### config.mk
export PLATFORM = sky130hd
export DESIGN_NAME = wb_stage_flat
export DESIGN_NICKNAME = d
export VERILOG_FILES = /design/src/rtl/mips_pkg.sv /design/src/rtl/wb_stage_if.sv /design/src/rtl/wb_stage_load_extract.sv /design/src/rtl/wb_stage.sv /design/src/flat_wrapper.sv
export SDC_FILE = /design/constraint.sdc
export NUM_CORES = 1
export LEC_CHECK = 0
export ABC_AREA = 1
export CAP_MARGIN = 20
export CORE_ASPECT_RATIO = 1.5
export CORE_MARGIN = 1.5
export CORE_UTILIZATION = 35
export CTS_BUF_LIST = sky130_fd_sc_hd__clkbuf_8
export CTS_CLUSTER_SIZE = 30
export DETAILED_ROUTE_END_ITERATION = 7
export GPL_ROUTABILITY_DRIVEN = 0
export SLEW_MARGIN = 20
export SYNTH_ARGS = -nofsm -noshare
export SYNTH_HDL_FRONTEND = slang
export SYNTH_SLANG_ARGS = --single-unit
export TNS_END_PERCENT = 5
### constraint.sdc
create_clock -name CLK -period 2.2 [get_ports CLK]
set_clock_uncertainty 0.15 [all_clocks]
set_input_delay 0.55 -clock CLK [delete_from_list [all_inputs] [get_ports CLK]]
set_output_delay 0.55 -clock CLK [all_outputs]
set_load 0.02 [all_outputs]
### src/rtl/mips_pkg.sv
// Shared pipeline constants and load-mode encodings for the MEM/WB datapath.
package mips_pkg;

    localparam int DATA_W = 32;
    localparam int REG_AW = 5;

    typedef enum logic [1:0] {
        LM_WORD   = 2'b00,
        LM_HALF_S = 2'b01,
        LM_BYTE_S = 2'b10,
        LM_BYTE_U = 2'b11
    } load_mode_e;

endpackage

### src/rtl/wb_stage_if.sv
// MEM->WB bundle: MEM entry and forwarding queries in, register-file write port,
// forwarding results and retired-write count out.
interface wb_stage_if #(
    parameter int DATA_W = 32,
    parameter int REG_AW = 5,
    parameter int CNT_W  = 32
);
    logic [DATA_W-1:0] mem_read_data;
    logic [DATA_W-1:0] mem_address;
    logic              mem_to_reg;
    logic              mem_reg_write;
    logic [1:0]        mem_load_mode;
    logic [REG_AW-1:0] mem_dest;
    logic              flush;
    logic [REG_AW-1:0] fwd_rs;
    logic [REG_AW-1:0] fwd_rt;
    logic              fwd_rs_hit;
    logic              fwd_rt_hit;
    logic [DATA_W-1:0] fwd_rs_data;
    logic [DATA_W-1:0] fwd_rt_data;
    logic [REG_AW-1:0] delay_write_register;
    logic [DATA_W-1:0] delay_write_data;
    logic              delay_in_RegWrite;
    logic [CNT_W-1:0]  wb_write_count;

    modport master (
        output mem_read_data, mem_address, mem_to_reg, mem_reg_write,
               mem_load_mode, mem_dest, flush, fwd_rs, fwd_rt,
        input  fwd_rs_hit, fwd_rt_hit, fwd_rs_data, fwd_rt_data,
               delay_write_register, delay_write_data, delay_in_RegWrite,
               wb_write_count
    );

    modport slave (
        input  mem_read_data, mem_address, mem_to_reg, mem_reg_write,
               mem_load_mode, mem_dest, flush, fwd_rs, fwd_rt,
        output fwd_rs_hit, fwd_rt_hit, fwd_rs_data, fwd_rt_data,
               delay_write_register, delay_write_data, delay_in_RegWrite,
               wb_write_count
    );

endinterface

### src/rtl/wb_stage_load_extract.sv
// Little-endian load lane extraction with sign/zero extension.
// Halfword selection uses offset bit 1 only; misaligned halfwords are not trapped.
module load_extract
    import mips_pkg::*;
(
    input  logic [DATA_W-1:0] word_i,
    input  logic [1:0]        offset_i,
    input  load_mode_e        mode_i,
    output logic [DATA_W-1:0] data_o
);

    logic [7:0]  byte_sel;
    logic [15:0] half_sel;

    always_comb begin
        byte_sel = word_i[7:0];
        case (offset_i)
            2'd0:    byte_sel = word_i[7:0];
            2'd1:    byte_sel = word_i[15:8];
            2'd2:    byte_sel = word_i[23:16];
            default: byte_sel = word_i[31:24];
        endcase
        half_sel = offset_i[1] ? word_i[31:16] : word_i[15:0];

        data_o = word_i;
        case (mode_i)
            LM_WORD:   data_o = word_i;
            LM_HALF_S: data_o = {{16{half_sel[15]}}, half_sel};
            LM_BYTE_S: data_o = {{24{byte_sel[7]}}, byte_sel};
            LM_BYTE_U: data_o = {24'd0, byte_sel};
            default:   data_o = word_i;
        endcase
    end

endmodule

### src/rtl/wb_stage.sv
// Write-back stage: MEM/WB latch (S1), delayed register-file write latch (S2),
// two-level forwarding lookup and a retired-write counter.
module wb_stage #(
    parameter int DATA_W = mips_pkg::DATA_W,
    parameter int REG_AW = mips_pkg::REG_AW,
    parameter int CNT_W  = 32
) (
    input  logic       CLK,
    input  logic       RST,
    wb_stage_if.slave  wb
);

    logic                 s1_valid_q;
    logic [DATA_W-1:0]    s1_word_q;
    logic [DATA_W-1:0]    s1_addr_q;
    logic                 s1_to_reg_q;
    mips_pkg::load_mode_e s1_mode_q;
    logic [REG_AW-1:0]    s1_dest_q;

    logic                 s2_valid_q;
    logic [REG_AW-1:0]    s2_dest_q;
    logic [DATA_W-1:0]    s2_data_q;
    logic [CNT_W-1:0]     cnt_q;

    logic                 s1_valid_d;
    logic [DATA_W-1:0]    s1_load;
    logic [DATA_W-1:0]    s1_result_d;
    logic [CNT_W-1:0]     cnt_d;

    load_extract u_extract (
        .word_i   (s1_word_q),
        .offset_i (s1_addr_q[1:0]),
        .mode_i   (s1_mode_q),
        .data_o   (s1_load)
    );

    // A write to $0 is architecturally a no-op, so it never becomes valid.
    always_comb begin
        s1_valid_d  = wb.mem_reg_write & ~wb.flush & (wb.mem_dest != '0);
        s1_result_d = s1_to_reg_q ? s1_load : s1_addr_q;
        cnt_d       = cnt_q + CNT_W'(s1_valid_q);
    end

    always_ff @(posedge CLK) begin
        if (RST) begin
            s1_valid_q  <= 1'b0;
            s1_word_q   <= '0;
            s1_addr_q   <= '0;
            s1_to_reg_q <= 1'b0;
            s1_mode_q   <= mips_pkg::LM_WORD;
            s1_dest_q   <= '0;
            s2_valid_q  <= 1'b0;
            s2_dest_q   <= '0;
            s2_data_q   <= '0;
            cnt_q       <= '0;
        end else begin
            s1_valid_q  <= s1_valid_d;
            s1_word_q   <= wb.mem_read_data;
            s1_addr_q   <= wb.mem_address;
            s1_to_reg_q <= wb.mem_to_reg;
            s1_mode_q   <= mips_pkg::load_mode_e'(wb.mem_load_mode);
            s1_dest_q   <= wb.mem_dest;
            s2_valid_q  <= s1_valid_q;
            s2_dest_q   <= s1_dest_q;
            s2_data_q   <= s1_result_d;
            cnt_q       <= cnt_d;
        end
    end

    // S1 holds the younger entry and therefore wins over S2.
    always_comb begin
        wb.fwd_rs_hit  = 1'b0;
        wb.fwd_rs_data = '0;
        if (wb.fwd_rs != '0) begin
            if (s1_valid_q && (s1_dest_q == wb.fwd_rs)) begin
                wb.fwd_rs_hit  = 1'b1;
                wb.fwd_rs_data = s1_result_d;
            end else if (s2_valid_q && (s2_dest_q == wb.fwd_rs)) begin
                wb.fwd_rs_hit  = 1'b1;
                wb.fwd_rs_data = s2_data_q;
            end
        end
    end

    always_comb begin
        wb.fwd_rt_hit  = 1'b0;
        wb.fwd_rt_data = '0;
        if (wb.fwd_rt != '0) begin
            if (s1_valid_q && (s1_dest_q == wb.fwd_rt)) begin
                wb.fwd_rt_hit  = 1'b1;
                wb.fwd_rt_data = s1_result_d;
            end else if (s2_valid_q && (s2_dest_q == wb.fwd_rt)) begin
                wb.fwd_rt_hit  = 1'b1;
                wb.fwd_rt_data = s2_data_q;
            end
        end
    end

    assign wb.delay_in_RegWrite    = s2_valid_q;
    assign wb.delay_write_register = s2_dest_q;
    assign wb.delay_write_data     = s2_data_q;
    assign wb.wb_write_count       = cnt_q;

endmodule

### src/flat_wrapper.sv
// flat-port wrapper written by rule: the top's interface ports become plain ports
module wb_stage_flat 
#(
    parameter int DATA_W = mips_pkg::DATA_W,
    parameter int REG_AW = mips_pkg::REG_AW,
    parameter int CNT_W  = 32
)
  (CLK, RST, wb_mem_read_data, wb_mem_address, wb_mem_to_reg, wb_mem_reg_write, wb_mem_load_mode, wb_mem_dest, wb_flush, wb_fwd_rs, wb_fwd_rt, wb_fwd_rs_hit, wb_fwd_rt_hit, wb_fwd_rs_data, wb_fwd_rt_data, wb_delay_write_register, wb_delay_write_data, wb_delay_in_RegWrite, wb_wb_write_count);
  wb_stage_if #(.DATA_W(DATA_W), .REG_AW(REG_AW), .CNT_W(CNT_W)) wb_i ();
  input  logic CLK;
  input  logic RST;
  input wire logic [$bits(wb_i.mem_read_data)-1:0] wb_mem_read_data;
  input wire logic [$bits(wb_i.mem_address)-1:0] wb_mem_address;
  input wire logic [$bits(wb_i.mem_to_reg)-1:0] wb_mem_to_reg;
  input wire logic [$bits(wb_i.mem_reg_write)-1:0] wb_mem_reg_write;
  input wire logic [$bits(wb_i.mem_load_mode)-1:0] wb_mem_load_mode;
  input wire logic [$bits(wb_i.mem_dest)-1:0] wb_mem_dest;
  input wire logic [$bits(wb_i.flush)-1:0] wb_flush;
  input wire logic [$bits(wb_i.fwd_rs)-1:0] wb_fwd_rs;
  input wire logic [$bits(wb_i.fwd_rt)-1:0] wb_fwd_rt;
  output wire logic [$bits(wb_i.fwd_rs_hit)-1:0] wb_fwd_rs_hit;
  output wire logic [$bits(wb_i.fwd_rt_hit)-1:0] wb_fwd_rt_hit;
  output wire logic [$bits(wb_i.fwd_rs_data)-1:0] wb_fwd_rs_data;
  output wire logic [$bits(wb_i.fwd_rt_data)-1:0] wb_fwd_rt_data;
  output wire logic [$bits(wb_i.delay_write_register)-1:0] wb_delay_write_register;
  output wire logic [$bits(wb_i.delay_write_data)-1:0] wb_delay_write_data;
  output wire logic [$bits(wb_i.delay_in_RegWrite)-1:0] wb_delay_in_RegWrite;
  output wire logic [$bits(wb_i.wb_write_count)-1:0] wb_wb_write_count;
  assign wb_i.mem_read_data = wb_mem_read_data;
  assign wb_i.mem_address = wb_mem_address;
  assign wb_i.mem_to_reg = wb_mem_to_reg;
  assign wb_i.mem_reg_write = wb_mem_reg_write;
  assign wb_i.mem_load_mode = wb_mem_load_mode;
  assign wb_i.mem_dest = wb_mem_dest;
  assign wb_i.flush = wb_flush;
  assign wb_i.fwd_rs = wb_fwd_rs;
  assign wb_i.fwd_rt = wb_fwd_rt;
  assign wb_fwd_rs_hit = wb_i.fwd_rs_hit;
  assign wb_fwd_rt_hit = wb_i.fwd_rt_hit;
  assign wb_fwd_rs_data = wb_i.fwd_rs_data;
  assign wb_fwd_rt_data = wb_i.fwd_rt_data;
  assign wb_delay_write_register = wb_i.delay_write_register;
  assign wb_delay_write_data = wb_i.delay_write_data;
  assign wb_delay_in_RegWrite = wb_i.delay_in_RegWrite;
  assign wb_wb_write_count = wb_i.wb_write_count;
  wb_stage #(.DATA_W(DATA_W), .REG_AW(REG_AW), .CNT_W(CNT_W)) u_core (.CLK(CLK), .RST(RST), .wb(wb_i));
endmodule
==> PnR_summary.wiki, run 1 <==
{| class="wikitable"
! Metric !! Value
|-
| Horizontal extent of the die || 126 µm
|-
| Mean cell area of the mapped netlist || 6.07 µm²
|-
| Maximum resistive drop on vdd || 0.412 mV
|-
| TritonCTS clock tree || built
|-
| Post-layout util || 0.553
|-
| Total Nets Final || 1,728
|-
| Met1 Track Usage GR || 0.257
|-
| Capture point of the worst reg-to-reg path || u_core.wb.wb_write_count[30]
|-
| Number of instances in the synthesized netlist || 1,304
|-
| RSZ-0062 raised after global routing || yes
|-
| GR Util All Layers || 0.238
|-
| Die area || 23,600 µm²
|-
| Yosys synthesis warning count || 0
|-
| Antenna violations before repair || 2
|-
| Post-synth net total || 1,392
|-
| Total of flip-flops plus latches after synthesis || 143
|-
| Wire per inst || 14.4 µm
|-
| Total clock buffers created by CTS || 17
|-
| Result of the run || finished with violations
|-
| P&R area growth vs syn || 55.8%
|-
| I/O Buffers || 221
|-
| Worst-case setup margin in the final layout || -0.610 ns
|-
| Most area-consuming cells after synthesis || dfxtp_1 36%, nand2_1 17%, inv_1 12%
|-
| Worst Tran Pin Value || 0.493 ns
|-
| Global-route track usage on met3 || 0.0335
|-
| Share of flip-flops with an asynchronous set or reset || 0
|-
| Tcrit/Tclk final || 1.28
|-
| Sequential share of the synthesized area || 0.361
|-
| Instance area at placement || 11,200 µm²
|-
| Via count of the first global-routing pass || 8,621
|-
| Fraction of final layout cells sized beyond drive strength 1 || 0.278
|-
| GR Util met2 || 0.432
|-
| Kind of launch point of the worst setup path || input port
|-
| F_max || 356 MHz
|-
| Vias after detailed routing || 8,804
|-
| Gr ovfl total || 0
|-
| Highest-utilization routing layer at the global route stage || met2
|-
| Total routed wirelength || 27.8 mm
|-
| Final HPWL from detailed placement || 20.9 mm
|-
| Final TNS setup || -33.69 ns
|-
| Hold/Removal Path Class || input port to register
|-
| FP Rows || 67
|-
| Max-slew violations || 0
|-
| Final Total Pwr || 0.00596 W
|-
| Register-to-register path setup slack || 0.15 ns
|-
| Final setup fails || 66
|-
| Area fraction of the dominant cell type after synthesis || 0.361
|-
| Number of cells on the worst reg-to-reg path || 12
|-
| Yosys cell types || 32
|-
| Maximum fanout encountered on the critical timing path || 6
|-
| Data required time at the worst endpoint || 1.50 ns
|-
| Leak pwr || 6.12 nW
|-
| Pin count of the biggest net entering global routing || 67
|-
| First-pass GRT wire length || 43.9 mm
|-
| Kind of capture point of the worst setup path || output pin
|-
| Type of the worst setup path || input port to output pin
|-
| PwrDens || 483 nW/µm²
|-
| Vias per cell || 4.56
|-
| I/O pins || 222
|-
| Starting utilization of the core area || 0.355
|-
| Start point of the critical path || wb_fwd_rt[0]
|-
| Cell with the most instances after synthesis || nand2_1
|-
| Fillcell total || 2,223
|-
| Largest buffer count on any clock path || 2
|-
| Capturing element of the worst setup path || wb_fwd_rt_data[16]
|-
| Worst slew margin relative to its limit || 0.669
|-
| Worst R2R Start || u_core.s1_valid_q
|-
| Placeable core region || 22,300 µm²
|-
| Clock Latency Late Sink || 0.45 ns
|-
| MaxCap Viol Count || 0
|-
| Mapped cell area || 7920 µm²
|-
| Residual DRC || 12
|-
| Number of clock sinks || 143
|-
| Primary flip-flop cell chosen by synthesis mapping || dfxtp_1
|-
| DRT Pass-1 Iters || 8
|-
| Clock Pin Slew Worst Setup and Hold Paths || 0.08 ns
|-
| Time the final worst path needs with I/O delays and setup || 2.81 ns
|-
| Total count of hold-check failures in the final report || 0
|-
| Post-Layout Inst Area || 12,300 µm²
|-
| Die Height || 187 µm
|-
| Count of flip-flops with a built-in enable after synthesis || 0
|-
| Violated checks || design-rule violations, negative setup slack
|-
| Antenna viol nets, final || 0
|-
| Arr. time, crit path || 2.11 ns
|-
| Htree depth || 4
|-
| Root Buffer Master || clkbuf_8
|-
| Worst slack, placed || -1.26 ns
|-
| Number of cells on the worst hold path || 2
|-
| Synth top cells by count || 358 x nand2_1, 262 x inv_1, 195 x nor2_1, 143 x dfxtp_1, 69 x a21oi_1
|-
| Post-synth top area cell || dfxtp_1
|-
| Initial drt markers || 420
|}
[layout make-up]
| type | count | area, µm² | area share |
|---|---|---|---|
| clock buffer | 19 | 262 | 0.0212 |
| clock inverter | 13 | 138 | 0.0112 |
| multi-input combinational | 847 | 4170 | 0.338 |
| tap | 276 | 345 | 0.0280 |
| antenna | 2 | 5.00 | 0.000406 |
| inverter | 269 | 1030 | 0.0832 |
| timing repair buffer | 362 | 3500 | 0.284 |
| sequential | 143 | 2890 | 0.234 |
[layout by cell type (no fill, tap or decap), types with 5 or more instances in the layout]
cell | synthesis | layout
inv_1 | 262 | 230
nand3_1 | 64 | 49
nor2_2 | 46 | 59
nand2_2 | 13 | 48
or2_2 | 5 | 5
buf_4 | 4 | 143
nand3b_1 | 12 | 12
dlymetal6s2s_1 | 0 | 7
clkbuf_8 | 0 | 19
buf_12 | 0 | 17
buf_6 | 6 | 43
dfxtp_1 | 143 | 130
dlygate4sd2_1 | 0 | 32
nand2_1 | 358 | 312
inv_2 | 6 | 36
o21ai_0 | 38 | 34
nor2_4 | 5 | 8
buf_2 | 16 | 7
o21ai_1 | 8 | 8
nand2_4 | 2 | 14
nor2_1 | 195 | 179
clkdlybuf4s50_1 | 0 | 109
a21oi_1 | 69 | 65
nand4_1 | 6 | 6
nor3_1 | 9 | 9
dfxtp_2 | 0 | 9
nand3_2 | 2 | 16
[worst min-delay path by stage]
stage                                      start                            to  slack (ns)
floorplan                      u_core.s1_valid_q   u_core.wb.delay_in_RegWrite        0.28
global placement    u_core.wb.wb_write_count[31]  u_core.wb.wb_write_count[31]        0.31
detailed placement  u_core.wb.wb_write_count[31]  u_core.wb.wb_write_count[31]        0.33
CTS                                          RST   u_core.wb.wb_write_count[1]        0.29
global route                                 RST           u_core.s1_addr_q[4]        0.30
finish                                       RST  u_core.wb.wb_write_count[16]        0.32
[registers in the layout, indices dropped and copies added (netlist names)]
signal	count
u_core.wb.delay_write_register	5
u_core.s1_valid_q	1
u_core.s1_addr_q	32
u_core.wb.delay_in_RegWrite	1
u_core.s1_word_q	32
u_core.s1_mode_q	2
u_core.s1_dest_q	5
u_core.s1_to_reg_q	1
u_core.wb.wb_write_count	32
u_core.wb.delay_write_data	32
[where the power goes]
part           internal [W]  switching [W]
clock               0.00107        0.00106
combinational      0.000512       0.000550
sequential          0.00270      0.0000697
[per-layer routing]
metal / vias to the layer above / wire length (µm)
met4: 0 / 1630
met3: 71 / 1230
met2: 266 / 14300
met1: 3934 / 10600
met5: - / 0
li1: 4533 / -
[stage by stage]
| stage | hold slack (ns) | cells |
|---|---|---|
| detailed placement | 0.325 | 1867 |
| global route | 0.296 | 1931 |
| global placement | 0.314 | 1867 |
| CTS | 0.289 | 1927 |
| finish | 0.317 | 1931 |
| floorplan | 0.280 | 1304 |
[critical path: stages]
cell and delay (ns):
dlygate4sd2_1 0.29, inv_1 0.08, nand2_1 0.06, nand2_1 0.08, nor2_4 0.11, nand3_4 0.11, buf_6 0.15, inv_8 0.06
buf_12 0.12, buf_6 0.10, buf_6 0.09, nand3_2 0.07, nand2_1 0.07, inv_1 0.04, buf_6 0.12
[kinds of logic after synthesis]
family | count (synthesis) | share of synthesized area
DFF | 143 | 0.361
and+or+nand+nor | 719 | 0.392
AOI/OAI and AO/OA | 119 | 0.0768
buffers and inverters | 316 | 0.161
xor gates and xnor gates | 5 | 0.00553
adders and majority gates | 2 | 0.00316
[repair_timing]
action	in CTS	in global routing
hold buffers	0	0
resized for setup	470	57
pin swaps	24	20
setup endpoints to repair	94	76
buffers inserted	22	2
cloned	6	0
Power figures use the tool's default switching activity.
==> run 2, diff against run 1 <==
- CORE_ASPECT_RATIO: 1.5 -> 0.6
- SETUP_SLACK_MARGIN: not set -> 0.4
==> run 2 against run 1 <==
Effect of this change: the run ends with negative setup slack left; critical path depth did not move; routed wire length grew 4.7%; first-iteration DRC count up 78%; setup slack improved by 0.023 ns; combinational power about the same; count of clock-buffer cells in the layout is 1 lower; via count grew 1.5%; maximum frequency up 0.81%; total power rose by 2.2%; design area rose by 2.7%; register-to-register slack gained 0.06 ns; critical endpoint is now wb_fwd_rt_data[9]; largest power group unchanged.
==> PnR_summary.wiki, run 2 (synthesized netlist as in run 1, its figures left out) <==
{| class="wikitable"
! Metric !! Value
|-
| Most common cell after layout, fill and taps aside || nand2_1
|-
| Worst Hold Path EP || u_core.wb.delay_write_register[0]
|-
| Worst hold start || RST
|-
| Total routed wirelength || 29.1 mm (+4.7%)
|-
| Register-to-register path setup slack || 0.21 ns (+0.06 ns)
|-
| GR Util All Layers || 0.239 (+0.00139)
|-
| Number of standard cells in the final layout excluding fillers || 1,946 (+0.78%)
|-
| Tcrit/Tclk final || 1.27 (-0.0103)
|-
| Htree depth || 4 (unchanged)
|-
| Via count of the first global-routing pass || 8,153 (-5.4%)
|-
| Number of cells on the worst reg-to-reg path || 13 (+1)
|-
| Gr ovfl total || 0 (unchanged)
|-
| Residual DRC || 0 (-12)
|-
| Vias per cell || 4.59 (+0.75%)
|-
| Kind of launch point of the worst setup path || input port
|-
| I/O pins || 222 (unchanged)
|-
| Total Nets Final || 1,713 (-0.87%)
|-
| Maximum resistive drop on vdd || 0.377 mV (-8.6%)
|-
| Cell type with the highest occurrence count on the critical path || buf_12
|-
| Arr. time, crit path || 2.09 ns (-0.02 ns)
|-
| Category of cells accounting for the largest share of critical-path delay || buffers and inverters
|-
| Final setup fails || 66 (unchanged)
|-
| F_max || 359 MHz (+0.81%)
|-
| Result of the run || finished with violations
|-
| Max-slew violations || 0 (unchanged)
|-
| Data required time at the worst endpoint || 1.50 ns (about the same)
|-
| Total clock buffers created by CTS || 17 (unchanged)
|-
| P&R area growth vs syn || 60.0%
|-
| Reg area || 2920 µm² (+1.2%)
|-
| Worst slew margin relative to its limit || 0.748 (+0.0789)
|-
| Wire per inst || 15.0 µm (+3.9%)
|-
| Largest buffer count on any clock path || 2 (unchanged)
|-
| FP Rows || 42 (-37%)
|-
| Highest-utilization routing layer at the global route stage || met1
|-
| Fillcell total || 2,162 (-2.7%)
|-
| Kind of capture point of the worst setup path || output pin
|-
| Clock Pin Slew Worst Setup and Hold Paths || 0.08 ns (about the same)
|-
| Met1 Track Usage GR || 0.373 (+0.116)
|-
| Horizontal extent of the die || 197 µm (+57%)
|-
| Die area || 23,600 µm² (about the same)
|-
| Placeable core region || 22,100 µm² (-0.79%)
|-
| Worst hold slack || 0.265 ns (-0.0521 ns)
|-
| RSZ-0062 raised after global routing || yes
|-
| Violated checks || negative setup slack
|-
| Vias after detailed routing || 8,939 (+1.5%)
|-
| DRT Pass-1 Iters || 5 (-3)
|-
| Pin count of the biggest net entering global routing || 56 (-16%)
|-
| Final HPWL from detailed placement || 21.6 mm (+3.5%)
|-
| GR Util met2 || 0.324 (-0.108)
|-
| Capture point of the worst reg-to-reg path || u_core.wb.wb_write_count[30]
|-
| Global-route track usage on met3 || 0.0573 (+0.0239)
|-
| Cell-by-cell listing of the critical path || clkdlybuf4s15_1 -> buf_12 -> inv_12 -> nand2_4 -> o21ai_2 -> nor2_2 -> nand3_4 -> buf_12 -> buf_12 -> nand2_1 -> inv_1 -> nor2_2 -> nand2_1 -> inv_2 -> buf_6
|-
| I/O Buffers || 221 (unchanged)
|-
| Antenna violations before repair || 0 (-2)
|-
| Type of the worst setup path || input port to output pin
|-
| Post-layout util || 0.573 (+0.0193)
|-
| MaxCap Viol Count || 0 (unchanged)
|-
| TritonCTS clock tree || built
|-
| Count of buffer and inverter cells on the critical path || 8 (-1)
|-
| Starting utilization of the core area || 0.358 (+0.00281)
|-
| Initial drt markers || 747 (+78%)
|-
| Placed insts || 1,891 (+1.3%)
|-
| Largest stage delay on the critical path || 0.21 ns (-0.08 ns)
|-
| Maximum fanout encountered on the critical timing path || 6 (unchanged)
|-
| Slowest cell on the critical path || clkdlybuf4s15_1
|-
| Area taken by multi-input logic gates || 4620 µm² (+11%)
|-
| Time the final worst path needs with I/O delays and setup || 2.79 ns (-0.0226 ns)
|-
| Hold-fix buffers at CTS || 0 (unchanged)
|-
| Worst Tran Pin Value || 0.377 ns (-0.116 ns)
|-
| Fraction of final layout cells sized beyond drive strength 1 || 0.386 (+0.108)
|-
| Hold/Removal Path Class || input port to register
|-
| Most frequent cells in the layout || 289 x nand2_1, 196 x inv_1, 163 x nor2_1
|-
| Number of clock sinks || 143 (unchanged)
|-
| Total count of hold-check failures in the final report || 0 (unchanged)
|-
| Root Buffer Master || clkbuf_8
|-
| Clock Latency Late Sink || 0.46 ns (about the same)
|-
| Worst R2R Start || u_core.s1_valid_q
|-
| Number of diodes || 0 (-2)
|-
| Antenna viol nets, final || 0 (unchanged)
|-
| Leak pwr || 6.01 nW (-1.8%)
|-
| Worst-case setup margin in the final layout || -0.588 ns (+0.0226 ns)
|-
| Number of cells on the worst hold path || 2 (unchanged)
|-
| Die Height || 120 µm (-36%)
|-
| PwrDens || 481 nW/µm² (-0.48%)
|-
| First-pass GRT wire length || 43.7 mm (-0.39%)
|}
[run 2: cell count changes in the layout (fill, tap and decap cells not counted), sizes merged]
cell	before	now
dlygate4sd2	32	4
clkdlybuf4s15	0	15
bufinv	2	3
diode	2	0
dlymetal6s2s	7	0
buf	214	251
clkdlybuf4s50	109	74
clkbuf	19	21
[run 2: final cells by class]
cell class,count,share of cell area
Sequential cell,143,0.231
Timing Repair Buffer,347,0.258
Clock inverter,14,0.0131
Multi-Input combinational cell,847,0.364
Clock buffer,18,0.0196
Tap cell,308,0.0304
Inverter,269,0.0836
[run 2: where the power goes]
part           switching (W)  internal (W)  leakage (nW)  total [W]
Combinational       0.000602      0.000479          4.60    0.00108
Sequential         0.0000741       0.00270          1.20    0.00277
Clock                0.00109       0.00115         0.212    0.00224
Total                0.00176       0.00433          6.01    0.00609
[run 2: per-layer routing]
| metal | up-vias | part of all wire |
|---|---|---|
| li1 | 4519 | - |
| met1 | 4027 | 0.51 |
| met2 | 362 | 0.40 |
| met3 | 31 | 0.087 |
| met4 | 0 | 0.011 |
| met5 | - | 0 |
[run 2: worst max-delay path by stage]
stage / cells after the start / slack (ns) / endpoint / start
floorplan: 10 / -0.02 / wb_fwd_rs_data[27] / wb_fwd_rs[4]
global placement: 13 / -1.28 / wb_fwd_rt_data[0] / wb_fwd_rt[3]
detailed placement: 13 / -1.32 / wb_fwd_rt_data[0] / wb_fwd_rt[3]
CTS: 12 / -0.58 / wb_fwd_rt_data[23] / u_core.s1_dest_q[4]
global route: 13 / -0.69 / wb_fwd_rt_data[9] / u_core.s1_dest_q[4]
finish: 15 / -0.59 / wb_fwd_rt_data[9] / wb_fwd_rt[4]
[run 2: stage by stage]
stage	power, W	worst slack (ns)	setup TNS, ns	cell area [µm²]
final	0.00609	-0.588	-34.70	12700
after global routing	0.00635	-0.685	-41.16	12700
after CTS	0.00608	-0.580	-35.00	12200
after detailed placement	0.00379	-1.32	-83.57	11300
after global placement	0.00378	-1.28	-80.89	11300
after floorplan	0.00330	-0.0233	-0.0314	8080
[run 2: timing repair]
| action | in CTS | in global routing |
|---|---|---|
| gates resized for setup | 782 | 135 |
| cloned | 5 | 2 |
| endpoints found under the setup margin | 157 | 110 |
| buffers inserted | 14 | 2 |
| pin swaps | 53 | 67 |
==> RTL edit 1 (config.mk and constraints of run 1) <==
`REG_AW` is set to 5 in 2 places; all go to 3.
--- a/src/rtl/mips_pkg.sv
+++ b/src/rtl/mips_pkg.sv
@@ -2,7 +2,7 @@
 package mips_pkg;
 
     localparam int DATA_W = 32;
-    localparam int REG_AW = 5;
+    localparam int REG_AW = 3;
 
     typedef enum logic [1:0] {
         LM_WORD   = 2'b00,
--- a/src/rtl/wb_stage_if.sv
+++ b/src/rtl/wb_stage_if.sv
@@ -2,7 +2,7 @@
 // forwarding results and retired-write count out.
 interface wb_stage_if #(
     parameter int DATA_W = 32,
-    parameter int REG_AW = 5,
+    parameter int REG_AW = 3,
     parameter int CNT_W  = 32
 );
     logic [DATA_W-1:0] mem_read_data;
Interface: changed (resized wb_delay_write_register, wb_fwd_rs, wb_fwd_rt and wb_mem_dest); port bits go from 222 to 214. The function was not compared with the original's and may differ.
==> RTL edit 1 against run 1 <==
The run ends with setup timing left; setup slack better by 0.083 ns; synthesized cell count down 11%; synthesized area down 8.9%; core utilization up 0.29 points; total power down 4.1%; sequential cell count down 4; critical path depth down 3; sequential share of layout area up 1.3 points; first-iteration DRC count down 7.9%; cell area down 8.3%; via count down 7.3%; routed wire length down 7.0%; largest power group unchanged; combinational power down 8%.
==> RTL edit 1: results (changes against run 1) <==
INFO  metric synth_seq_area_share = 38.6% (was 36.1%)
INFO  metric crit_start = wb_fwd_rs[0] (was wb_fwd_rt[0])
INFO  metric final_layout_size_suffix_gt1_share = 22.8% (was 27.8%)
INFO  metric leakage = 5.64 nW (was 6.12 nW)
INFO  metric n_fill_cell = 2,064 (was 2,223)
INFO  metric finish.net_count = 1,563 (was 1,728)
INFO  metric worstHoldEndpoint = u_core.wb.wb_write_count[31] (was u_core.wb.wb_write_count[16])
INFO  metric cp_data_arrival_time = 2.03 ns (was 2.11 ns)
INFO  metric wirelength_met1 = 9.82 mm (was 10.6 mm)
INFO  metric place_area = 10,300 um^2 (was 11,200 um^2)
INFO  metric ff2ff_setup_slack = 0.25 ns (was 0.15 ns)
INFO  metric drt_first_pass_iters = 4 (was 8)
INFO  metric worst_ir_drop_on_vdd = 0.278 mV (was 0.412 mV)
INFO  metric failed_checks = setup timing (was DRC, setup timing)
INFO  metric critical_path.max_stage_delay = 0.20 ns (was 0.29 ns)
INFO  metric worst_r2r_endpoint = u_core.wb.wb_write_count[16] (was u_core.wb.wb_write_count[30])
INFO  metric cpMaxStageDelayCell = clkdlybuf4s15_1 (was dlygate4sd2_1)
INFO  metric grt_first_pass_wirelength = 39.1 mm (was 43.9 mm)
INFO  metric finalWirelength = 25.9 mm (was 27.8 mm)
INFO  metric final_util = 55.6% (was 55.3%)
INFO  metric met2_wirelength = 13.9 mm (was 14.3 mm)
INFO  metric global_route.usage.met2 = 45.5% (was 43.2%)
INFO  metric antenna_violations_before_repair = 4 (was 2)
INFO  metric setup_violations = 66 (unchanged)
INFO  metric synthTopCellsByCount = 265 x nor2_1, 257 x nand2_1, 186 x inv_1 (was 358 x nand2_1, 262 x inv_1, 195 x nor2_1)
INFO  metric routed_via_density = 4.63 (was 4.56)
INFO  metric placed_cells_incl_taps = 1,702 (was 1,867)
INFO  metric ys_types = 30 (was 32)
INFO  metric final_cell_count_no_fill = 1,761 (was 1,931)
INFO  metric wl_met3 = 989 um (was 1.23 mm)
INFO  metric ys_top_cells_by_area = dfxtp_1 39%, nor2_1 14%, nand2_1 13% (was dfxtp_1 36%, nand2_1 17%, inv_1 12%)
INFO  metric grt_max_degree = 56 (was 67)
INFO  metric grt_util_all_layers = 23.8% (about the same)
INFO  metric min-delay-start = u_core.wb.wb_write_count[31] (was RST)
INFO  metric avg_inst_size_synth = 6.21 um^2 (was 6.07 um^2)
INFO  metric drt_iter0_drc = 387 (was 420)
INFO  metric syn-num-nets = 1,245 (was 1,392)
INFO  metric grt_util_met3 = 3.63% (was 3.35%)
INFO  metric dp_slack = -1.27 ns (was -1.26 ns)
INFO  metric post_route_setup_slack = -0.527 ns (was -0.610 ns)
INFO  metric io_buffer_count = 213 (was 221)
INFO  metric run_status = finished with violations (unchanged)
INFO  metric critical_path.endpoint = wb_fwd_rs_data[5] (was wb_fwd_rt_data[16])
INFO  metric fin_hold_ws = 0.332 ns (was 0.317 ns)
-- RTL edit 1: cell types whose count changed after synthesis, moves of 40 or more --
cell,change
nor2_2,-40
nor2_1,+70
inv_1,-76
nand2_1,-101
-- RTL edit 1: what timing repair did --
action,CTS,global route
cloned,10,0
resized for setup,435,71
buffers inserted,13,2
endpoints found under the setup margin,91,83
pin swaps,26,16
-- RTL edit 1: cell families (layout without fill, tap and decap cells) --
logic type      after synthesis  after routing  synth area share [%]
simple gates                649            655                  37.7
xor+xnor                      7              7                 0.849
other cells                   0              4                     0
compound gates              129            129                  9.07
fa+ha+maj                     2              2                 0.347
flops                       139            139                  38.6
buf+inv                     237            561                  13.5
-- RTL edit 1: area by class of cell --
cell class | instances | share of cell area (%)
clock buffers | 20 | 2.43
multi-input cells | 793 | 34.2
diodes | 4 | 0.0885
well taps | 264 | 2.92
flip-flops and latches | 139 | 24.7
repair buffers | 338 | 28.1
clock inverters | 11 | 0.929
inverters | 192 | 6.59
-- RTL edit 1: power by group --
part | internal [mW] | switching [mW] | leakage, nW
clock network | 1.07 | 0.967 | 0.205
logic | 0.473 | 0.506 | 4.29
registers | 2.62 | 0.0749 | 1.15
total | 4.16 | 1.55 | 5.64
-- RTL edit 1: per-stage QoR --
stage                     total power, mW  TNS, ns
after floorplan                      3.15    -3.07
after global placement               3.62   -74.93
after detailed placement             3.63   -76.13
after CTS                            5.74   -30.79
after global routing                 5.98   -37.43
final                                5.71   -29.36
-- RTL edit 1: worst min-delay path, stage by stage, from the launching register on --
cell and delay [ns]:
dfxtp_1 0.32, nand2_1 0.06, a21oi_1 0.05
==> RTL edit 2 (settings of run 1) <==
Made on the original files. Make the reset (`RST`) asynchronous in one clocked block.
--- a/src/rtl/wb_stage.sv
+++ b/src/rtl/wb_stage.sv
@@ -41,7 +41,7 @@
         cnt_d       = cnt_q + CNT_W'(s1_valid_q);
     end
 
-    always_ff @(posedge CLK) begin
+    always_ff @(posedge CLK or posedge RST) begin
         if (RST) begin
             s1_valid_q  <= 1'b0;
             s1_word_q   <= '0;
Function: differs if RST is asserted again (counterexample within 4 cycles, from zero or initial values and one cycle with RST high); with RST held inactive, the same outputs for 10 cycles.
==> RTL edit 2 against run 1 <==
The run ends with setup timing left; setup slack lost 0.034 ns; cell area hardly changed; synthesized area down 1.6%; critical path depth fell by 3; highest routed layer unchanged; sequential cell count unchanged; routed wire length is 5.8% lower; total power increased by 11%.
==> RTL edit 2: results (changes against run 1) <==
INFO  metric drt_iter0_drc = 419 (was 420)
INFO  metric finish.net_count = 1,480 (was 1,728)
INFO  metric ys_top_cells_by_area = dfrtp_1 46%, nand2_1 16%, inv_1 6.8% (was dfxtp_1 36%, nand2_1 17%, inv_1 12%)
INFO  metric holdPathStages = 0 (was 2)
INFO  metric run_status = finished with violations (unchanged)
INFO  metric timing_worst_slew_pin_value = 0.494 ns (was 0.493 ns)
INFO  metric flip_flop_cell_with_the_highest_count_after_synthesis = dfrtp_1 (was dfxtp_1)
INFO  metric vias = 7,712 (was 8,804)
INFO  metric synth_seq_area_share = 45.9% (was 36.1%)
INFO  metric cp_data_arrival_time = 2.14 ns (was 2.11 ns)
INFO  metric critical_path.max_fanout = 7 (was 6)
INFO  metric synth_cells = 1,044 (was 1,304)
INFO  metric setup_violations = 66 (unchanged)
INFO  metric grt_util_all_layers = 22.1% (was 23.8%)
INFO  metric ys_types = 38 (was 32)
INFO  metric drt_first_pass_iters = 4 (was 8)
INFO  metric detailed_place_hpwl = 19.4 mm (was 20.9 mm)
INFO  metric root_buffer_cell = clkbuf_8 (unchanged)
INFO  metric fin_hold_ws = 0.285 ns (was 0.317 ns)
INFO  metric asyncSetResetFlopFracSynth = 100% (was 0%)
INFO  metric finalSetupTns = -36.55 ns (was -33.69 ns)
INFO  metric worst_ir_drop_on_vdd = 0.254 mV (was 0.412 mV)
INFO  metric grt_first_pass_wirelength = 39.5 mm (was 43.9 mm)
INFO  metric final_layout_size_suffix_gt1_share = 33.7% (was 27.8%)
INFO  metric vias_in_the_first_global_route = 7,535 (was 8,621)
INFO  metric syn-num-nets = 1,132 (was 1,392)
INFO  metric worst_r2r_endpoint = u_core.wb.wb_write_count[17] (was u_core.wb.wb_write_count[30])
INFO  metric placed_cells_incl_taps = 1,618 (was 1,867)
INFO  metric synthTopCellsByCount = 328 x nand2_1, 143 x dfrtp_1, 141 x inv_1 (was 358 x nand2_1, 262 x inv_1, 195 x nor2_1)
INFO  metric failed_checks = setup timing (was DRC, setup timing)
INFO  metric worst-r2r-cell-count = 8 (was 12)
INFO  metric post_route_setup_slack = -0.645 ns (was -0.610 ns)
INFO  metric grt_max_degree = 89 (was 67)
INFO  metric min_path_type = reg -> reg (was in -> reg)
INFO  metric n_fill_cell = 2,040 (was 2,223)
INFO  metric route.detailed.drc = 0 (was 12)
INFO  metric yosysTopAreaCellShare = 45.9% (was 36.1%)
INFO  metric place_area = 11,200 um^2 (about the same)
INFO  metric r2r_start = u_core.s1_valid_q (unchanged)
INFO  metric antenna_violations_before_repair = 0 (was 2)
INFO  metric dp_slack = -1.32 ns (was -1.26 ns)
INFO  metric finalWirelength = 26.2 mm (was 27.8 mm)
INFO  metric min-delay-start = u_core.s1_dest_q[0] (was RST)
INFO  metric ff2ff_setup_slack = 0.17 ns (was 0.15 ns)
INFO  metric post_drt_wl_per_cell = 15.6 um (was 14.4 um)
INFO  metric worstHoldEndpoint = u_core.wb.delay_write_register[0] (was u_core.wb.wb_write_count[16])
INFO  metric diodes = 0 (was 2)
==> RTL edit 2: cell count changes after synthesis, moves of 17 or more <==
cell     change
dfrtp_1    +143
dfxtp_1    -143
inv_1      -121
nor2_1     -101
a21oi_1     -44
inv_2       +33
nand2_1     -30
xor2_1      +17
==> RTL edit 2: worst max-delay path, stage by stage, from the launching register on <==
cell and delay, ns:
dfrtp_2 0.45, clkbuf_16 0.18, o21ai_4 0.12, nand3_2 0.11, nand3_4 0.13, nand2_8 0.09, buf_6 0.15, buf_6 0.11
nand2_4 0.06, nand3_2 0.06, nand2_2 0.07, inv_2 0.04, buf_6 0.12
==> RTL edit 2: how the worst max path moves through the flow <==
stage / cells after the start / endpoint / slack, ns / start
finish: 12 / wb_fwd_rt_data[27] / -0.64 / u_core.s1_addr_q[1]
floorplan: 1 / u_core.s1_addr_q[0] / -0.29 / RST
CTS: 12 / wb_fwd_rs_data[9] / -0.62 / u_core.wb.delay_write_register[0]
global placement: 13 / wb_fwd_rs_data[9] / -1.32 / wb_fwd_rs[0]
detailed placement: 13 / wb_fwd_rs_data[9] / -1.32 / wb_fwd_rs[0]
global route: 12 / wb_fwd_rs_data[27] / -0.75 / u_core.s1_addr_q[1]
==> RTL edit 2: report_power, final <==
group	internal [mW]	switching [mW]	total, mW	leakage (nW)
Sequential	2.81	0.132	2.94	1.74
Combinational	0.709	0.858	1.57	4.63
Clock	1.05	1.09	2.14	0.189
==> RTL edit 2: kinds of logic after synthesis <==
| logic type | after synthesis | synth area share, % |
|---|---|---|
| XOR/XNOR | 31 | 3.48 |
| AO/OA/AOI/OAI | 69 | 4.75 |
| adder cells (fa/ha/maj) | 2 | 0.321 |
| AND/OR/NAND/NOR | 585 | 33.7 |
| buffers and inverters | 214 | 11.9 |
| flip-flops | 143 | 45.9 |
==> RTL edit 2: what timing repair did <==
action,in CTS,in global routing
setup buffers,15,5
gates cloned,4,3
setup endpoints to repair,106,71
pin swaps,20,40
resized for setup,458,123
==> RTL edit 2: routing by layer <==
| metal | wire length, um | part of all wire, % | vias to the layer above | track usage (%) |
|---|---|---|---|---|
| li1 | - | - | 3847 | - |
| met1 | 9680 | 37 | 3579 | 23.8 |
| met2 | 13700 | 52 | 221 | 39.8 |
| met3 | 1460 | 5.6 | 65 | 5.43 |
| met4 | 1370 | 5.2 | 0 | 12.6 |
| met5 | 0 | 0 | - | 0 |
==> RTL edit 2: final cells by class <==
class                      instances  area [um^2]  area share, %
tap                              272          340           2.76
multi-input combinational        687         3700           30.0
inverter                         183          723           5.86
clock inverter                    14          155           1.26
sequential                       143         3580           29.0
timing repair buffer             360         3590           29.1
clock buffer                      18          248           2.01
